<file path="config.mk">
export PLATFORM = sky130hd
export DESIGN_NAME = transfer_sequencer
export DESIGN_NICKNAME = d
export VERILOG_FILES = /design/src/rtl/transfer_sequencer.sv
export SDC_FILE = /design/constraint.sdc
export NUM_CORES = 1
export LEC_CHECK = 0
export BUFFER_PORTS_ARGS = -buffer_cell sky130_fd_sc_hd__buf_2
export CORE_UTILIZATION = 59
export CTS_CLUSTER_SIZE = 16
export DETAILED_ROUTE_END_ITERATION = 16
export GPL_TIMING_DRIVEN = 0
export HOLD_SLACK_MARGIN = 0.05
export PLACE_DENSITY = 0.85
export SLEW_MARGIN = 20
export SYNTH_ARGS = -nofsm -noshare
export SYNTH_HDL_FRONTEND = slang
export SYNTH_SLANG_ARGS = --single-unit
</file>
<file path="constraint.sdc">
create_clock -name clock -period 3.7 [get_ports clock]
set_input_delay 0.185 -clock clock [delete_from_list [all_inputs] [get_ports clock]]
set_output_delay 0.185 -clock clock [all_outputs]
set_load 0.005 [all_outputs]
</file>
<file path="src/rtl/transfer_sequencer.sv">
// Beam transfer sequencer: latches the frequency word, arms the reference-sine
// generators, seeks booster/synchrotron phase coincidence and fires the kicker.
module transfer_sequencer #(
    parameter int ARM_DELAY = 64,
    parameter int WINDOW    = 65535,
    parameter int PHASE_TOL = 3,
    parameter int KICK_LEN  = 16
) (
    input  logic        clock,
    input  logic        reset,
    input  logic        cycleStart,
    input  logic        frReady,
    input  logic        beamReleased,
    input  logic [31:0] freq,
    input  logic        phaseBusterRef,
    input  logic        phaseSynchRef,
    output logic [31:0] freqOut,
    output logic        readyToOutput,
    output logic        kickerOn,
    output logic        busy,
    output logic        done,
    output logic        timeoutErr
);

    localparam int MAX_AW  = (ARM_DELAY > WINDOW) ? ARM_DELAY : WINDOW;
    localparam int MAX_CNT = (MAX_AW > KICK_LEN) ? MAX_AW : KICK_LEN;
    localparam int CW      = $clog2(MAX_CNT + 1);
    localparam logic [7:0] TOL = 8'(PHASE_TOL);

    typedef enum logic [2:0] {IDLE, WAIT_FREQ, ARM, SEEK, KICK} stateT;

    stateT         state;
    logic [CW-1:0] count;

    logic       busterPrev, synchPrev;
    logic       busterRise, synchRise;
    logic       busterEvt, synchEvt;
    logic [7:0] busterAge, synchAge;
    logic       coincident;
    logic       abortNow;

    assign busterRise = phaseBusterRef & ~busterPrev;
    assign synchRise  = phaseSynchRef & ~synchPrev;

    // Ages restart on the raw edge so that, when the registered event is seen,
    // the other marker's age equals the true edge separation in cycles.
    always_ff @(posedge clock or posedge reset) begin
        if (reset) begin
            busterPrev <= 1'b0;
            synchPrev  <= 1'b0;
            busterEvt  <= 1'b0;
            synchEvt   <= 1'b0;
            busterAge  <= 8'hFF;
            synchAge   <= 8'hFF;
        end else begin
            // NOTE: non-blocking assignments so every register samples pre-edge values.
            busterPrev <= phaseBusterRef;
            synchPrev  <= phaseSynchRef;
            busterEvt  <= busterRise;
            synchEvt   <= synchRise;
            busterAge  <= busterRise ? 8'd0 : ((busterAge == 8'hFF) ? busterAge : busterAge + 8'd1);
            synchAge   <= synchRise  ? 8'd0 : ((synchAge == 8'hFF) ? synchAge : synchAge + 8'd1);
        end
    end

    assign coincident = (busterEvt && synchEvt)
                     || (busterEvt && (synchAge <= TOL))
                     || (synchEvt && (busterAge <= TOL));

    assign abortNow = beamReleased && (state inside {WAIT_FREQ, ARM, SEEK});

    always_ff @(posedge clock or posedge reset) begin
        if (reset) begin
            state         <= IDLE;
            count         <= '0;
            freqOut       <= '0;
            readyToOutput <= 1'b0;
            kickerOn      <= 1'b0;
            busy          <= 1'b0;
            done          <= 1'b0;
            timeoutErr    <= 1'b0;
        end else begin
            done <= 1'b0;
            if (abortNow) begin
                state         <= IDLE;
                readyToOutput <= 1'b0;
                busy          <= 1'b0;
                timeoutErr    <= 1'b1;
            end else begin
                unique case (state)
                    IDLE: begin
                        if (cycleStart) begin
                            state      <= WAIT_FREQ;
                            busy       <= 1'b1;
                            timeoutErr <= 1'b0;
                        end
                    end
                    WAIT_FREQ: begin
                        if (frReady) begin
                            freqOut       <= freq;
                            count         <= CW'(ARM_DELAY);
                            readyToOutput <= 1'b1;
                            state         <= ARM;
                        end
                    end
                    ARM: begin
                        if (count <= CW'(1)) begin
                            count <= CW'(WINDOW);
                            state <= SEEK;
                        end else begin
                            count <= count - CW'(1);
                        end
                    end
                    SEEK: begin
                        // A coincidence in the final window cycle still kicks.
                        if (coincident) begin
                            count    <= CW'(KICK_LEN);
                            kickerOn <= 1'b1;
                            state    <= KICK;
                        end else if (count <= CW'(1)) begin
                            state         <= IDLE;
                            readyToOutput <= 1'b0;
                            busy          <= 1'b0;
                            timeoutErr    <= 1'b1;
                        end else begin
                            count <= count - CW'(1);
                        end
                    end
                    KICK: begin
                        if (count <= CW'(1)) begin
                            state         <= IDLE;
                            kickerOn      <= 1'b0;
                            readyToOutput <= 1'b0;
                            busy          <= 1'b0;
                            done          <= 1'b1;
                        end else begin
                            count <= count - CW'(1);
                        end
                    end
                    default: state <= IDLE;
                endcase
            end
        end
    end

endmodule
</file>
==> summary.md, run 1 <==
| Metric | Value |
|---|---|
| Outcome | `complete, no violations` |
| Sequential group share of total power | `0.437` |
| Cell row count | `28` |
| Total chip power | `3.20 mW` |
| Total negative slack | `0 ns` |
| Period utilization | `0.694` |
| WP data arrival | `~2.8 ns` |
| Slowest cell on crit path | `or4_1` |
| Routability Congestion | `around 0.85` |
| Initial antenna violation count | `0` |
| Vias/cell | `a little under 6` |
| Post-synth EDFFs | `0` |
| Initial DRC Count | `between 200 and 250` |
| Drt pass-1 iters | `5` |
| Sequential area share after synthesis | `0.525` |
| Nets@finish | `approximately 590` |
| Clock root buffer | `clkbuf_8` |
| I/O Pins | `between 70 and 80` |
| CTS tree | `built` |
| Die footprint | `6520 um^2` |
| Slew HR | `0.362` |
| Number of CTS-inserted buffers | `9` |
| Worst slew pin tran | `0.950 ns` |
| Setup crit end kind | `flop` |
| Core area | `5960 um^2` |
| Share of the synthesized area in the top cell type | `0.411` |
| Final hold violation count | `0` |
| Worst EP required | `~3.9 ns` |
| Hold slack | `0.130 ns` |
| Synth top area cells | `dfrtp_1 41%, nand2_1 13%, dfstp_2 11%, o21ai_0 3.3%, nor2_1 3.2%` |
| DRC | `0` |
| Via count of the routed design | `roughly 3600` |
| Placed Instances | `570` |
| Worst setup path category | `reg -> reg` |
| Mapped Nets | `463` |
| Netlist Area Pre-Place | `roughly 3700 um^2` |
| Fin Clk Skew | `about 0.018 ns` |
| DRT antenna net count | `0` |
| First-pass GRT wire length | `15700 um` |
| Final Core Density | `0.784` |
| Min Tclk post-route | `around 2.6 ns` |
| Share of cells above drive strength 1 | `0.218` |
| Clk sinks | `between 70 and 80` |
| PD cells | `approximately 690 nW/um^2` |
| Startpoint types | `flop` |
| Net Sw Power | `around 1.3 mW` |
| Combinational power share | `0.387` |
| Setup Buffers After CTS | `0` |
| Synth area leader | `dfrtp_1` |
| Unrepaired setup endpoints after global routing | `false` |
| Cells along the critical path | `inv_1, ha_1, nor3b_1, nand3_1, or4_1, or2_2, a21oi_1, o21ai_0` |
| Peak supply drop | `between 0.0004 and 0.0005 V` |
| Clk pwr share | `0.176` |
| Port bufs | `75` |
| Peak Freq | `a little under 400 MHz` |
| Dominant synthesized flop cell | `dfrtp_1` |
| DP HPWL | `5560 um` |
| Vias in the first global route | `roughly 3400` |
| Yosys cell types | `51` |
| Sw frac | `0.393` |
| Cells after synthesis | `between 400 and 500` |
| Internal power | `slightly below 2 mW` |
| GRT Resource Usage Total | `0.321` |
| CTS-repair resized insts | `0` |
| Most common cell after layout, fill and taps aside | `nand2_1` |
| Pleak | `2.31 nW` |
| MaxCap Viol Count | `0` |
| Synth async-reset ratio | `1.00` |
| Crit path largest cell delay | `between 0.5 and 0.6 ns` |
| Syn Area/Cell | `approximately 8.7 um^2` |
| Antenna diodes | `0` |
| Commonest non-fill, non-tap cells in the layout | `123 x nand2_1, 76 x buf_2, 60 x dfrtp_1, 35 x dlygate4sd3_1, 31 x nor2_1` |
| CTS H-Tree Depth | `3` |
| Drt total wl | `~9700 um` |
| GR Overflow Total | `0` |
| Slew Limit Fails | `0` |
| Clock slew at reported path FFs | `0.09 ns` |
| Clock latency on the worst-skew pair | `0.35 ns` |
| Largest net degree at the start of global routing | `44` |
| Final setup violation count | `0` |
| DR WL/cell | `15.7 um` |
| Number of synthesized register bits | `76` |
| Finished Layout Cells | `roughly 620` |
| Area growth, synth to finish | `27.7%` |
| Hold Crit Class | `in -> reg` |
| Initial Utilization | `0.614` |
| DIE WIDTH | `roughly 80 um` |
| Synthesis Warnings | `0` |
| Largest fanout on the critical path | `6` |
| Clock buffer depth | `2` |
| Die height | `80.7 um` |
-- registers in the layout, summed over array words and instances, names as in the netlist --
signal / flops
synchEvt: 1
done: 1
busy: 1
count: 16
busterAge: 8
synchPrev: 1
synchAge: 8
readyToOutput: 1
busterEvt: 1
kickerOn: 1
busterPrev: 1
freqOut: 32
state: 3
timeoutErr: 1
-- repair_timing --
action	in CTS	in global routing
hold buffers	35	0
hold endpoints to repair	51	0
endpoints found under the setup margin	0	0
-- power groups by stage --
stage,Combinational [mW],Sequential (mW),Clock [mW]
CTS,1.19,1.37,0.573
global route,1.38,1.43,0.604
global placement,1.11,1.37,0
detailed placement,1.16,1.38,0
floorplan,0.753,1.37,0
finish,1.24,1.40,0.564
-- critical path: cells and delay by family, from the launching register on --
kind | cells | cell delay, ns
adders and majority gates | 1 | 0.20
AOI/OAI and AO/OA | 2 | 0.24
DFF | 1 | 0.45
and+or+nand+nor | 4 | 1.47
buffers and inverters | 1 | 0.08
-- synth_stat cells (4+ instances only) --
cell type and instances:
nand2_1 123, dfrtp_1 60, nor2_1 31, o21ai_0 24
nand3_1 20, a21oi_1 18, dfstp_2 16, clkbuf_1 15
nor3_1 15, inv_1 12, a31oi_1 5, and3_1 5
ha_1 5, nor4_1 5, a22oi_1 4, nand4_1 4
-- kinds of logic after synthesis --
family,count (synthesis),share of synthesized area
simple gates,227,0.280
flops,76,0.525
compound gates,73,0.123
buf+inv,31,0.0373
xor+xnor,5,0.0120
fa+ha+maj,5,0.0171
mux,2,0.00547
-- metal layers --
layer,routed length [um],global-route usage
met3,534,0.0843
met5,0,0
met1,3920,0.388
met4,354,0.159
met2,4920,0.534
-- path summary, 6_finish.rpt --
kind | start | to | slack (ns) | cells past startpoint
worst max-delay path | count[0] | count[14] | 1.13 | 8
worst min-delay path | frReady | state[0] | 0.13 | 4
worst max register to register | count[0] | count[14] | 1.13 | 8
worst min register to register | freqOut[5] | freqOut[5] | 0.48 | 2
max in group asynchronous | reset | count[9] | 2.72 | 4
min in group asynchronous | reset | synchPrev | 0.42 | 3
-- through the flow --
stage	worst slack [ns]	area, um^2
final	1.13	4670
after global routing	0.985	4670
after CTS	1.19	4670
after detailed placement	1.21	4150
after global placement	0.733	4130
after floorplan	1.48	3660
-- cell type report --
class / count / area [um^2]
flip-flops and latches: 76 / 1920
fillers: 355 / 1280
multi-input cells: 312 / 1600
plain buffers: 19 / 91.3
clock buffers: 12 / 145
clock inverters: 4 / 26.3
repair buffers: 111 / 746
well taps: 75 / 93.8
inverters: 12 / 47.5
No activity file was read; power rests on OpenSTA's default activity.
==> inputs of run 2 (changes only) <==
CORE_UTILIZATION = 55   (was 59)
PLACE_DENSITY = 0.8   (was 0.85)
clock period = 2.5 ns   (was 3.7 ns; I/O delays follow)
==> run 2 against run 1 <==
Combinational power grew 45%. Flip-flop and latch count unchanged. Worst setup slack got worse by 1.0 ns. Wire length is 7.4% lower. Die area rose by 7.1%. First-iteration DRC count is 36% lower. Fmax up 8.0%. Largest cell class unchanged. Largest power group unchanged.
==> summary.md, run 2 (synthesis gave the netlist of run 1 again) <==
| Metric | Value |
|---|---|
| Worst EP required | `approximately 2.7 ns` |
| Vias/cell | `approximately 5.5` |
| DRT antenna net count | `0` |
| Antenna diodes | `0` |
| DP Worst Slack | `-0.0137 ns` |
| Initial Utilization | `0.573` |
| Clock buffer depth | `2` |
| Peak supply drop | `approximately 0.00066 V` |
| Net Sw Power | `between 1.5 and 2 mW` |
| PD cells | `1020 nW/um^2` |
| Sequential group share of total power | `0.425` |
| Port bufs | `75` |
| Peak Freq | `roughly 420 MHz` |
| Slew Limit Fails | `0` |
| DP HPWL | `5740 um` |
| Unrepaired setup endpoints after global routing | `true` |
| Share of cells above drive strength 1 | `0.223` |
| Combinational power share | `0.372` |
| Most common cell on crit path | `or4_4` |
| Cell row count | `29` |
| Routability Congestion | `between 0.8 and 0.9` |
| MaxCap Viol Count | `0` |
| Startpoint types | `flop` |
| Most common cell after layout, fill and taps aside | `nand2_1` |
| Total chip power | `4.84 mW` |
| Commonest non-fill, non-tap cells in the layout | `123 x nand2_1, 76 x buf_2, 60 x dfrtp_1, 35 x dlygate4sd3_1, 31 x nor2_1` |
| Core area | `roughly 6400 um^2` |
| Slew HR | `0.421` |
| Initial DRC Count | `about 130` |
| Hold slack | `between 0.07 and 0.08 ns` |
| Final Core Density | `0.741` |
| Internal power | `3.05 mW` |
| Min Tclk post-route | `2.38 ns` |
| Placed Instances | `roughly 570` |
| Clock latency on the worst-skew pair | `~0.34 ns` |
| Pleak | `2.34 nW` |
| Final setup margin | `~0.12 ns` |
| Crit path largest cell delay | `around 0.53 ns` |
| Clk pwr share | `0.203` |
| GR Overflow Total | `0` |
| Largest net degree at the start of global routing | `45` |
| Number of CTS-inserted buffers | `9` |
| Finished Cell Area | `approximately 4700 um^2` |
| Largest fanout on the critical path | `10` |
| Period utilization | `0.951` |
| Fin Clk Skew | `0.00776 ns` |
| WP data arrival | `about 2.6 ns` |
| Total negative slack | `0 ns` |
| I/O Pins | `between 70 and 80` |
| Finished Layout Cells | `623` |
| Post-DP Area | `roughly 4200 um^2` |
| Clk sinks | `76` |
| Slowest cell on crit path | `or4_4` |
| Max reg flops | `32` |
| Sw frac | `0.371` |
| Die height | `about 84 um` |
| CTS H-Tree Depth | `3` |
| Outcome | `complete, no violations` |
| Worst slew pin tran | `between 0.8 and 0.9 ns` |
| Clock root buffer | `clkbuf_8` |
| Drt total wl | `roughly 9000 um` |
| Top Registers | `freqOut x32, count x16` |
| Setup crit end kind | `flop` |
| Die footprint | `between 6000 and 7000 um^2` |
| Clock slew at reported path FFs | `approximately 0.070 ns` |
| Fillers | `438` |
| First-pass GRT wire length | `between 15000 and 20000 um` |
| Final hold violation count | `0` |
| Vias in the first global route | `around 3500` |
| Nets@finish | `~590` |
| GRT Resource Usage Total | `0.272` |
| Via count of the routed design | `3448` |
| Drt pass-1 iters | `4` |
| Hold Crit Class | `in -> reg` |
| Setup Buffers After CTS | `0` |
| DRC | `0` |
| DIE WIDTH | `around 84 um` |
| Final setup violation count | `0` |
| Area growth, synth to finish | `29.4%` |
| Largest reg by FF count | `freqOut` |
| Cells along the critical path | `buf_6, or4_4, or4_4, nor3_2, a21oi_2, buf_2, o21ai_0, nand3_1` |
| Worst setup path category | `reg -> reg` |
| CTS tree | `built` |
| DR WL/cell | `14.5 um` |
| Initial antenna violation count | `0` |
run 2: cell count changes in the layout (fill, tap and decap cells not counted), sizes merged:
cell and delta:
clkinv -1, clkinvlp -1, bufinv +1, clkbuf +1
run 2: area by class of cell:
class,instances,area [um^2],share of cell area
inverter,12,47.5,0.0100
tap,77,96.3,0.0204
multi-input combinational,312,1620,0.342
timing repair buffer,111,746,0.158
clock buffer,13,169,0.0357
sequential,76,1920,0.406
buffer,19,91.3,0.0193
clock inverter,3,43.8,0.00925
run 2: final timing paths:
| check | depth (start not counted) | end | start | slack (ns) |
|---|---|---|---|---|
| worst max-delay path | 8 | count[8] | count[10] | 0.12 |
| worst min-delay path | 3 | busy | cycleStart | 0.08 |
| worst max register to register | 8 | count[8] | count[10] | 0.12 |
| worst min register to register | 2 | freqOut[8] | freqOut[8] | 0.47 |
| max in group asynchronous | 4 | state[0] | reset | 1.59 |
| min in group asynchronous | 3 | synchPrev | reset | 0.35 |
run 2: metal layers:
metal | part of all wire | vias up | GRT usage
met5 | 0 | - | 0
met4 | 0.034 | 0 | 0.157
met3 | 0.044 | 31 | 0.0564
met2 | 0.50 | 107 | 0.452
met1 | 0.42 | 1634 | 0.331
li1 | - | 1676 | -
run 2: timing repair:
item	4_1_cts	5_1_grt
cloned	0	0
gates resized for setup	1	2
hold buffers	35	0
setup endpoints to repair	1	2
hold endpoints to repair	50	0
run 2: power by group through the flow:
stage	clock network, mW	logic, mW	registers, mW
floorplan	0	1.11	2.02
global placement	0	1.64	2.03
detailed placement	0	1.72	2.05
CTS	0.993	1.78	2.04
global route	1.04	2.02	2.11
finish	0.982	1.80	2.06
run 2: worst max-delay path: cells and delay by family (launching register included):
family                 cells  cell delay [ns]
AND/OR/NAND/NOR            4             1.34
AO/OA/AOI/OAI              2             0.19
buffers and inverters      2             0.34
flip-flops                 1             0.38
==> inputs of run 3 (changes only) <==
CELL_PAD_IN_SITES_DETAIL_PLACEMENT = 0   (was not set)
CELL_PAD_IN_SITES_GLOBAL_PLACEMENT = 1   (was not set)
CORE_ASPECT_RATIO = 0.5   (was not set)
CORE_UTILIZATION = 44   (was 55)
PLACE_DENSITY = not set   (was 0.8)
PLACE_DENSITY_LB_ADDON = 0.1   (was not set)
clock period = 2.9 ns   (was 2.5 ns; I/O delays follow)
==> run 3 against run 2 <==
First-iteration DRC count increased by 45%. Register-to-register slack improved by 0.23 ns. Flip-flop and latch count unchanged. Largest cell class unchanged. Count of clock-buffer cells in the layout decreased by 3.
==> summary.md, run 3 (synthesis gave the netlist of run 1 again) <==
| Metric | Value |
|---|---|
| GRT Resource Usage Total | `0.226` |
| Via count of the routed design | `around 3400` |
| Slowest cell on crit path | `or4_1` |
| Port bufs | `75` |
| Sequential group share of total power | `0.407` |
| Finished Cell Area | `4830 um^2` |
| Die footprint | `8700 um^2` |
| Clk pwr share | `0.242` |
| Hold Path End | `busy` |
| Drt pass-1 iters | `4` |
| Vias in the first global route | `3157` |
| Unrepaired setup endpoints after global routing | `false` |
| Hold-critical path depth | `3` |
| Top Registers | `freqOut x32, count x16` |
| Setup crit end kind | `flop` |
| Drt total wl | `slightly below 9000 um` |
| Clock slew at reported path FFs | `0.06 ns` |
| Nets@finish | `585` |
| Largest net degree at the start of global routing | `52` |
| Worst r2r src | `count[0]` |
| Placed Instances | `607` |
| First-pass GRT wire length | `14700 um` |
| Die height | `around 66 um` |
| Peak Freq | `around 400 MHz` |
| Net Sw Power | `between 1.5 and 2 mW` |
| Clock root buffer | `clkbuf_16` |
| WP data arrival | `approximately 2.8 ns` |
| Max reg flops | `32` |
| DR WL/cell | `between 10 and 15 um` |
| Largest fanout on the critical path | `6` |
| Most common cell after layout, fill and taps aside | `nand2_1` |
| Clock latency on the worst-skew pair | `approximately 0.34 ns` |
| Outcome | `complete, no violations` |
| Reg-to-Reg End | `count[14]` |
| Flop2flop setup slack | `0.35 ns` |
| Clock buffer depth | `2` |
| Min Tclk post-route | `between 2 and 3 ns` |
| Fin Clk Skew | `between 0.01 and 0.015 ns` |
| Slew HR | `0.470` |
| Finished Layout Cells | `658` |
| Peak supply drop | `around 0.00040 V` |
| Routability Congestion | `slightly below 0.8` |
| MaxCap Viol Count | `0` |
| Initial antenna violation count | `0` |
| Largest reg by FF count | `freqOut` |
| Pleak | `2.35 nW` |
| DIE WIDTH | `131 um` |
| Vias/cell | `a little over 5` |
| Total chip power | `roughly 4.3 mW` |
| Combinational power share | `0.350` |
| Sw frac | `0.368` |
| CTS H-Tree Depth | `3` |
| Hold slack | `~0.11 ns` |
| Final hold violation count | `0` |
| Worst setup path category | `reg -> reg` |
| Slew Limit Fails | `0` |
| DRT antenna net count | `0` |
| Final setup violation count | `0` |
| Initial Utilization | `0.456` |
| Cell row count | `23` |
| Internal power | `between 2 and 3 mW` |
| GR Overflow Total | `0` |
| DRC | `0` |
| Period utilization | `0.880` |
| I/O Pins | `76` |
| Startpoint types | `flop` |
| Worst EP required | `3.12 ns` |
| Clk sinks | `76` |
| Core area | `8030 um^2` |
| Hold Crit Start | `cycleStart` |
| FF-to-FF path depth | `8` |
| Crit path largest cell delay | `about 0.5 ns` |
| Cells along the critical path | `inv_1, ha_1, nor3b_1, nand3_1, or4_1, or2_2, a21oi_1, o21ai_0` |
| PD cells | `894 nW/um^2` |
| Worst slew pin tran | `0.789 ns` |
| Share of cells above drive strength 1 | `0.220` |
| Number of CTS-inserted buffers | `9` |
| Antenna diodes | `0` |
| Area growth, synth to finish | `32.1%` |
| Post-DP Area | `4200 um^2` |
| DP HPWL | `approximately 6000 um` |
| Hold Crit Class | `in -> reg` |
| Commonest non-fill, non-tap cells in the layout | `123 x nand2_1, 76 x buf_2, 60 x dfrtp_1, 35 x dlygate4sd3_1, 31 x nor2_1` |
| CTS tree | `built` |
| Initial DRC Count | `190` |
-- run 3: cell types whose count changed in the layout (fill, tap and decap cells not counted), moves of 2 or more --
cell	delta
clkinvlp_4	+2
clkbuf_16	+9
clkbuf_8	-12
clkinv_4	+2
-- run 3: how the worst max path moves through the flow --
stage / startpoint / endpoint / slack, ns / cells past startpoint
after global placement: reset / count[11] / -0.24 / 2
final: count[0] / count[14] / 0.35 / 8
after detailed placement: count[0] / count[14] / 0.42 / 8
after global routing: count[0] / count[14] / 0.16 / 8
after CTS: count[0] / count[14] / 0.39 / 8
after floorplan: count[10] / count[12] / 0.68 / 8
-- run 3: what timing repair did --
action | 4_1_cts | 5_1_grt
hold buffers | 35 | 0
endpoints found under the hold margin | 58 | 0
gates resized for setup | 0 | 0
buffers inserted | 0 | 0
-- run 3: routing by layer --
layer	wire, um	vias up	GRT usage
met1	4320	1621	0.295
met5	0	-	0
met3	465	8	0.0884
met4	77	0	0.0560
met2	3990	68	0.353
li1	-	1684	-
-- run 3: worst max-delay path: cells and delay by family (launching register included) --
kind / cells / cell delay, ns
buf+inv: 1 / 0.08
fa+ha+maj: 1 / 0.19
flops: 1 / 0.43
compound gates: 2 / 0.23
simple gates: 4 / 1.50
-- run 3: final cells by class --
type,instances,area [um^2]
Clock inverter,6,50.0
Sequential cell,76,1920
Tap cell,112,140
Clock buffer,10,229
Buffer,19,91.3
Fill cell,756,3200
Multi-Input combinational cell,312,1600
Inverter,12,47.5
Timing Repair Buffer,111,753
-- run 3: through the flow --
step,setup slack (ns),TNS (ns),utilization
4_1_cts,0.387,0,0.602
2_1_floorplan,0.684,0,-
3_3_place_gp,-0.239,-13.99,0.520
3_5_place_dp,0.415,0,0.523
5_1_grt,0.162,0,0.602
6_report,0.349,0,0.602
-- run 3: power by group through the flow --
stage,combinational [mW],clock (mW),sequential (mW)
2_1_floorplan,0.960,0,1.74
3_3_place_gp,1.47,0,1.76
3_5_place_dp,1.49,0,1.76
4_1_cts,1.53,1.08,1.75
5_1_grt,1.73,1.13,1.82
6_report,1.51,1.05,1.76
